### config.mk
export PLATFORM = sky130hd
export DESIGN_NAME = fpadd_mc
export DESIGN_NICKNAME = d
export VERILOG_FILES = /design/src/rtl/fpadd_mc.sv
export SDC_FILE = /design/constraint.sdc
export NUM_CORES = 1
export LEC_CHECK = 0
export CAP_MARGIN = 20
export CORE_ASPECT_RATIO = 2
export CORE_MARGIN = 2
export CORE_UTILIZATION = 60
export DETAILED_ROUTE_END_ITERATION = 8
export GPL_TIMING_DRIVEN = 0
export PLACE_DENSITY_LB_ADDON = 0.15
export SETUP_SLACK_MARGIN = 0.05
export SYNTH_ARGS = -nofsm -noshare
export SYNTH_HDL_FRONTEND = slang
export SYNTH_SLANG_ARGS = --single-unit
### constraint.sdc
create_clock -name clk -period 7.65 [get_ports clk]
set_input_delay 1.9125 -clock clk [delete_from_list [all_inputs] [get_ports clk]]
set_output_delay 1.9125 -clock clk [all_outputs]
set_load 0.1 [all_outputs]
### src/rtl/fpadd_mc.sv
// fpadd_mc: multicycle IEEE-754 adder/subtractor with valid/ready on both sides.
// Define FPADD_RNE_EN for round-to-nearest-even; otherwise truncate and saturate on overflow.
module fpadd_mc #(
  parameter int EXP_W  = 8,
  parameter int FRAC_W = 23
) (
  input  logic                  clk,
  input  logic                  reset,
  input  logic                  in_valid,
  output logic                  in_ready,
  input  logic [EXP_W+FRAC_W:0] a,
  input  logic [EXP_W+FRAC_W:0] b,
  input  logic                  op,
  output logic                  out_valid,
  input  logic                  out_ready,
  output logic [EXP_W+FRAC_W:0] result,
  output logic [3:0]            flags
);
  localparam int W     = 1 + EXP_W + FRAC_W;
  localparam int M_W   = FRAC_W + 5;
  localparam int HID   = FRAC_W + 3;
  localparam int MAXSH = FRAC_W + 3;
  localparam int SH_W  = $clog2(M_W);
  localparam logic [EXP_W-1:0] EXP_ONES = '1;
  localparam logic [EXP_W-1:0] EXP_ONE  = {{(EXP_W-1){1'b0}}, 1'b1};
  localparam logic [EXP_W:0]   EXP_ONE_W = {{EXP_W{1'b0}}, 1'b1};
  localparam logic [W-1:0]     QNAN = {1'b0, EXP_ONES, 1'b1, {(FRAC_W-1){1'b0}}};

  typedef enum logic [2:0] {IDLE, ALIGN, ADD, NORM, ROUND, OUT} state_e;

  state_e           state_q, state_d;
  logic [W-1:0]     a_q, a_d, b_q, b_d;
  logic [M_W-1:0]   ma_q, ma_d, mb_q, mb_d;
  logic [EXP_W:0]   exp_q, exp_d;
  logic             sign_q, sign_d, sub_q, sub_d;
  logic [W-1:0]     result_q, result_d;
  logic [3:0]       flags_q, flags_d;

  // Operand decode and alignment, consumed in ALIGN.
  logic                sa, sb, a_nan, b_nan, a_inf, b_inf, a_zero, b_zero, is_nan, swap, big_s, lost;
  logic [EXP_W-1:0]    ea, eb, ea_eff, eb_eff, big_e, small_e, diff;
  logic [FRAC_W-1:0]   fa, fb;
  logic [M_W-1:0]      ma_in, mb_in, big_m, small_m, small_sh, aligned;
  logic [SH_W-1:0]     sh;

  assign {sa, ea, fa} = a_q;
  assign {sb, eb, fb} = b_q;
  assign a_nan   = (ea == EXP_ONES) && (fa != '0);
  assign b_nan   = (eb == EXP_ONES) && (fb != '0);
  assign a_inf   = (ea == EXP_ONES) && (fa == '0);
  assign b_inf   = (eb == EXP_ONES) && (fb == '0);
  assign a_zero  = (a_q[W-2:0] == '0);
  assign b_zero  = (b_q[W-2:0] == '0);
  assign is_nan  = a_nan || b_nan || (a_inf && b_inf && (sa != sb));
  assign ea_eff  = (ea == '0) ? EXP_ONE : ea;
  assign eb_eff  = (eb == '0) ? EXP_ONE : eb;
  assign ma_in   = {1'b0, ea != '0, fa, 3'b000};
  assign mb_in   = {1'b0, eb != '0, fb, 3'b000};
  assign swap    = b_q[W-2:0] > a_q[W-2:0];
  assign big_e   = swap ? eb_eff : ea_eff;
  assign small_e = swap ? ea_eff : eb_eff;
  assign big_m   = swap ? mb_in : ma_in;
  assign small_m = swap ? ma_in : mb_in;
  assign big_s   = swap ? sb : sa;
  assign diff    = big_e - small_e;
  assign sh      = (int'(diff) > MAXSH) ? SH_W'(MAXSH) : SH_W'(diff);
  assign small_sh = small_m >> sh;
  assign lost    = |(small_m & ~({M_W{1'b1}} << sh));
  assign aligned = {small_sh[M_W-1:1], small_sh[0] | lost};

  // Add/subtract and rounding datapath.
  logic [M_W-1:0]    sum;
  logic              inc, inexact, hid_r, res_zero;
  logic [FRAC_W+1:0] rnd;
  logic [EXP_W:0]    exp_r;
  logic [EXP_W-1:0]  exp_fld;

  assign sum = sub_q ? (ma_q - mb_q) : (ma_q + mb_q);

`ifdef FPADD_RNE_EN
  localparam logic [W-2:0] OVF_MAG = {EXP_ONES, {FRAC_W{1'b0}}};
  assign inc = ma_q[2] & (ma_q[1] | ma_q[0] | ma_q[3]);
`else
  localparam logic [EXP_W-1:0] EXP_MAXF = EXP_ONES - 1'b1;
  localparam logic [W-2:0]     OVF_MAG  = {EXP_MAXF, {FRAC_W{1'b1}}};
  assign inc = 1'b0;
`endif

  assign rnd      = {1'b0, ma_q[HID:3]} + {{(FRAC_W+1){1'b0}}, inc};
  assign exp_r    = rnd[FRAC_W+1] ? (exp_q + 1'b1) : exp_q;
  assign hid_r    = rnd[FRAC_W+1] | rnd[FRAC_W];
  assign exp_fld  = hid_r ? exp_r[EXP_W-1:0] : '0;
  assign inexact  = |ma_q[2:0];
  assign res_zero = ({exp_fld, rnd[FRAC_W-1:0]} == '0);

  always_comb begin
    // NOTE: every _d starts as its _q, so no branch below can leave a latch behind.
    state_d  = state_q;
    a_d      = a_q;
    b_d      = b_q;
    ma_d     = ma_q;
    mb_d     = mb_q;
    exp_d    = exp_q;
    sign_d   = sign_q;
    sub_d    = sub_q;
    result_d = result_q;
    flags_d  = flags_q;
    unique case (state_q)
      IDLE: if (in_valid) begin
        a_d     = a;
        b_d     = {b[W-1] ^ op, b[W-2:0]};
        state_d = ALIGN;
      end
      ALIGN: begin
        state_d = OUT;
        if (is_nan) begin
          result_d = QNAN;
          flags_d  = 4'b0100;
        end else if (a_inf) begin
          result_d = a_q;
          flags_d  = 4'b0000;
        end else if (b_inf) begin
          result_d = b_q;
          flags_d  = 4'b0000;
        end else if (a_zero && b_zero) begin
          result_d = {sa & sb, {(W-1){1'b0}}};
          flags_d  = 4'b1000;
        end else begin
          sign_d  = big_s;
          sub_d   = sa ^ sb;
          exp_d   = {1'b0, big_e};
          ma_d    = big_m;
          mb_d    = aligned;
          state_d = ADD;
        end
      end
      ADD: begin
        // A carry out renormalises right by one, keeping the dropped bit sticky.
        if (sum[M_W-1]) begin
          ma_d  = {1'b0, sum[M_W-1:2], sum[1] | sum[0]};
          exp_d = exp_q + 1'b1;
        end else begin
          ma_d  = sum;
        end
        state_d = NORM;
      end
      NORM: begin
        if (!ma_q[HID] && (ma_q != '0) && (exp_q > EXP_ONE_W)) begin
          ma_d  = ma_q << 1;
          exp_d = exp_q - 1'b1;
        end else begin
          state_d = ROUND;
        end
      end
      ROUND: begin
        state_d = OUT;
        if (ma_q == '0) begin
          result_d = '0;
          flags_d  = 4'b1000;
        end else if (exp_r >= {1'b0, EXP_ONES}) begin
          result_d = {sign_q, OVF_MAG};
          flags_d  = 4'b0011;
        end else begin
          result_d = {sign_q, exp_fld, rnd[FRAC_W-1:0]};
          flags_d  = {res_zero, 2'b00, inexact};
        end
      end
      OUT: if (out_ready) state_d = IDLE;
      default: state_d = IDLE;
    endcase
  end

  // NOTE: the datapath is reset along with the FSM so result and flags read zero out of reset.
  always_ff @(posedge clk or negedge reset) begin
    if (!reset) begin
      state_q  <= IDLE;
      a_q      <= '0;
      b_q      <= '0;
      ma_q     <= '0;
      mb_q     <= '0;
      exp_q    <= '0;
      sign_q   <= 1'b0;
      sub_q    <= 1'b0;
      result_q <= '0;
      flags_q  <= '0;
    end else begin
      // NOTE: non-blocking updates so every flop samples values from before the edge.
      state_q  <= state_d;
      a_q      <= a_d;
      b_q      <= b_d;
      ma_q     <= ma_d;
      mb_q     <= mb_d;
      exp_q    <= exp_d;
      sign_q   <= sign_d;
      sub_q    <= sub_d;
      result_q <= result_d;
      flags_q  <= flags_d;
    end
  end

  assign in_ready  = (state_q == IDLE);
  assign out_valid = (state_q == OUT);
  assign result    = result_q;
  assign flags     = flags_q;
endmodule

# Word-level counts from Yosys, hierarchy flattened

Index checks and enable logic that the tools add are counted.

Bits in registers: 170
Input port bits: 69
Output and inout bits: 38
Word-level logic and storage cells: 132

$add $sub $neg: 5
Magnitude comparators: 4
Equal/unequal tests: 18
Shift-type cells: 2
Mux-type cells: 46
Bitwise logic cells: 11
Reductions and logical operators: 36

Operator list:

| cell                  | count |
|---|---|
| $mux 28               | 6 |
| $mux 32               | 5 |
| $logic_not 31->1      | 3 |
| $pmux 28 s3           | 1 |
| $mux 27               | 3 |
| $pmux 32 s2           | 1 |
| $mux 9                | 6 |
| $logic_not 23->1      | 2 |
| $reduce_bool 23->1    | 2 |
| $mux 8                | 5 |
| $gt 31x31->1          | 1 |
| $mux 31               | 1 |
| $add 28x28->28        | 1 |
| $and 27x28->28        | 1 |
| $logic_not 28->1      | 1 |
| $not 28->28           | 1 |
| $reduce_bool 28->1    | 1 |
| $reduce_or 28->1      | 1 |
| $shl 28x5->28 const A | 1 |
| $shr 27x5->28         | 1 |
| $sub 28x28->28        | 1 |
| $pmux 9 s3            | 1 |
| $mux 4                | 6 |
| $mux 3                | 7 |
| other kinds (36)      | 63 |

# Longest topological paths before layout

Depth in word-level cells: 11
Gate-level depth with buffers: 31
Mapped depth without buffers: 24

# Worst setup path after synthesis

OpenSTA, ideal clock, no wires.

Path type: register -> register
From: register a_q[2]
To: register mb_q[1]
Setup time: 0.121 ns
Arrival time: 5.837 ns
Data required time: 7.529 ns
Setup slack: 1.692 ns
Cell stages (with the launch flop): 31
Period minus slack after synthesis: 5.958 ns
Path through: dfrtp_1 clkbuf_1 inv_1 ha_1 a21oi_1 o21a_1 o22ai_1 o21ai_0 a32oi_1 o22ai_1 buf_2 buf_2 buf_2 mux2_2 ha_1 fa_1 nand2b_1 a21oi_2 o21a_1 o21a_1 o221a_1 buf_6 and3_4 buf_6 buf_6 mux2i_1 mux2i_1 mux2_2 mux2i_4 a221oi_1 a22o_1

Word-level cells in the longest chain between the ends: 7
Elaborated cells between the ends (all ways): 22
Classes of those cells: add/sub: 1; order compare: 2; shift: 1; mux: 4; bitwise: 3; reduce/logical: 11

RTL lines:

| item                                                                 | RTL line | source |
|---|---|---|
| start, declared                                                      | 32       | `logic [W-1:0] a_q, a_d, b_q, b_d;` |
| start signal, assigned                                               | 177      | `a_q <= '0;` |
| start signal, assigned                                               | 189      | `a_q <= a_d;` |
| parallel branches: the longest is 7 deep, another holds $gt 31x31->1 | --       |  |
| end signal, assigned                                                 | 192      | `mb_q <= mb_d;` |
| end, declared                                                        | 33       | `logic [M_W-1:0] ma_q, ma_d, mb_q, mb_d;` |

Several ways; the timed one is not identified.
A chain may end at the register's enable or synchronous reset.

# Worst setup path in the final report

From: register a_q[18]
To: register mb_q[0]

Word-level cells in the longest chain between the ends: 10
Elaborated cells between the ends (all ways): 27
Classes of those cells: add/sub: 1; order compare: 2; shift: 2; mux: 4; bitwise: 6; reduce/logical: 12

RTL lines:

| item                             | RTL line | source |
|---|---|---|
| $gt 31x31->1                     | 59       | `assign swap = b_q[W-2:0] > a_q[W-2:0];` |
| $mux 8, on equally long branches | 60, 61   |  |
| $sub 8x8->8                      | 65       | `assign diff = big_e - small_e;` |
| $gt 8x5->1                       | 66       | `assign sh = (int'(diff) > MAXSH) ? SH_W'(MAXSH) : SH_W'(diff);` |
| $mux 5                           | 66       |  |
| $shl 28x5->28                    | 68       | `assign lost = \|(small_m & ~({M_W{1'b1}} << sh));` |
| $not 28->28                      | 68       |  |
| $and 27x28->28                   | 68       |  |
| $reduce_or 28->1                 | 68       |  |
| $or 1x1->1                       | 69       | `assign aligned = {small_sh[M_W-1:1], small_sh[0] \| lost};` |

Several ways; a longest one is shown, not always the timed one.

==> results.cfg <==
[run_status]
status = completed

[synthesis]
synth-seq-cells = 169
netlist_area_um2 = 13600
syn_inst = 1615
yosysSeqAreaShare = 0.312
synth_nets = 1757
avgSynthCellArea_um2 = 8.40
ys_top_cells_by_area = dfrtp_1 (31%), mux2i_1 (9.7%), ha_1 (6.5%)
ys_async_sr_fraction = 1.00
synth_cell_types = 76
synth_top_cell_by_area = dfrtp_1
yosysTopAreaCellShare = 0.312
synth_edf_count = 0
synth_ff_type = dfrtp_1
ys_warn_count = 0

[critical_path]
endpoint_kind = flop
worstPathMaxFanout = 10
cp_slowest_cell = dfrtp_1
crit_required_ns = 8.04
critPathBufInv = 7
cpPeakStageDelay_ns = 0.56
criticalPathCategory = reg2reg
crit_arrival_ns = 7.96
cp_top_family = compound AO/OA/AOI/OAI gates
startpoint_type = flop

[detailed_routing]
wirelength_um = 54400
first_pass_iters = 8
drtIter0Drc = 1515
post-route-drc-count = 0
post_drt_wl_per_cell_um = 26.8
vias = 14300
ant_nets = 0
via_per_inst = 7.03

[global_routing]
antenna_found_initial = 2
grt_pass1_wl_um = 85200
grt_pass1_vias = 14600
grt_overflow = 0
grt_max_degree = 95
track_usage = 0.480

[timing]
finalHoldViolCount = 0
clock.fmax_mhz = 132
rsz0062_at_grt = false
setup_viol = 0
skew_ns = 0.00791
max_slew_margin = 0.330
tightest_slew_ns = 0.998
drv_slew = 0
finalCritPeriodShare = 0.991
fin_crit_ns = 7.58
setup_tns_ns = 0

[cells_and_area]
diodes = 0
layout_commonest_cell = dfrtp_1
layout-drive-gt1-share = 0.0985
final_area_um2 = 15700
final_cell_mix = dfrtp_1 (169), nand2_1 (167), nor2_1 (167)
instances_no_fill = 2032
final_nets = 1885
area_delta_synth_final_pct = 15.8
utilization = 0.709

[clock_tree]
clk_latency_ns = 0.47
clk_pin_slew_ns = 0.07
clock_path_buffers = 2
ctsHoldBuffers = 0
cts_sinks = 169
cts_root_buffer = clkbuf_16
h-tree-depth = 4
cts_made_buffers = 17
cts_tree = built

[floorplanning]
die-area_um2 = 23900
io_pins = 107
row_count = 77
core_um2 = 22200
fp.dieH_um = 217
die_x_um = 110
start_util = 0.612

[worst_hold_path]
hp-class = reg2reg

[place]
dp.cells = 1998
place_hpwl_um = 41700
port_buffers = 106
placed_area_um2 = 15000
place.gp.congestion = 1.06

[flow_run]
drv_cap = 0
[layout make-up]
class                      count  area [µm²]
buffer                        90         434
multi-input combinational   1293        8810
tap                          276         345
clock inverter                13         111
inverter                      62         233
clock buffer                  19         433
timing repair buffer         110        1110
sequential                   169        4230
fill                        1766        6450
[tightest hold or removal path: cells and delay by family (launching register included)]
family,cells,cell delay [ns]
compound gates,1,0.06
flops,1,0.34
simple gates,1,0.04
[path summary, 6_finish.rpt]
path	start	to	slack [ns]	cells after the start
setup / recovery	a_q[18]	mb_q[0]	0.07	26
hold / removal	result[2]	result[2]	0.48	2
setup reg to reg	a_q[18]	mb_q[0]	0.07	26
hold reg to reg	result[2]	result[2]	0.48	2
max in group asynchronous	reset	ma_q[12]	5.35	2
min in group asynchronous	reset	result[27]	1.39	1
[flip-flops by register name, indices dropped and copies added (netlist names)]
| signal | cells |
|---|---|
| state_q | 3 |
| sub_q | 1 |
| a_q | 32 |
| result | 32 |
| ma_q | 28 |
| sign_q | 1 |
| b_q | 32 |
| mb_q | 27 |
| exp_q | 9 |
| flags | 4 |
[logic make-up (layout without fill, tap and decap cells)]
family	after synthesis	count (layout)	share of synthesized area
AO/OA/AOI/OAI	446	446	0.204
AND/OR/NAND/NOR	508	508	0.167
buffers and inverters	153	294	0.0482
adder cells (fa/ha/maj)	73	73	0.0684
multiplexers	207	207	0.161
flip-flops	169	169	0.312
XOR/XNOR	59	59	0.0392
[cells in the mapped netlist, drive strengths merged, types with 3 or more instances]
master and instances:
and3 8, clkbuf 59, nand4 11, mux2i 132
o211ai 6, buf 32, nand2b 20, o22ai 28
a22o 6, xnor2 48, or3 8, o2111ai 4
a22oi 14, o22a 3, nand2 167, nor2b 9
and2 6, a32oi 5, o41ai 3, o21ai 139
a211oi 11, a221oi 18, xor2 11, a2bb2oi 4
o221ai 8, nor3 37, o21a 10, mux2 75
o31ai 8, or4 3, ha 71, nor2 174
a21oi 116, nor4 19, inv 62, a211o 4
dfrtp 169, nand3 38, o21bai 3, a31oi 19
a311oi 5, a21o 16
[metal layers]
| layer | global-route usage | up-vias | share of wire |
|---|---|---|---|
| met3 | 0.166 | 409 | 0.080 |
| li1 | - | 6158 | - |
| met1 | 0.459 | 6757 | 0.31 |
| met5 | 0 | - | 0 |
| met2 | 0.785 | 952 | 0.50 |
| met4 | 0.431 | 0 | 0.12 |
[per-stage QoR]
stage	hold WS, ns	setup slack (ns)
after floorplan	0.450	1.69
after detailed placement	0.469	-0.556
after global placement	0.460	-2.05
after global routing	0.519	0.0230
after CTS	0.485	0.0511
final	0.477	0.0726
[what timing repair did]
action                                 4_1_cts  5_1_grt
setup buffers                                0        1
gates resized for setup                     11       24
setup endpoints to repair                   23       24
pin swaps                                    0        1
endpoints found under the hold margin        0        0
Power is left out: the tool's default activity adds up to more than one toggle a clock period on the data nets, which glitch-free logic cannot reach.
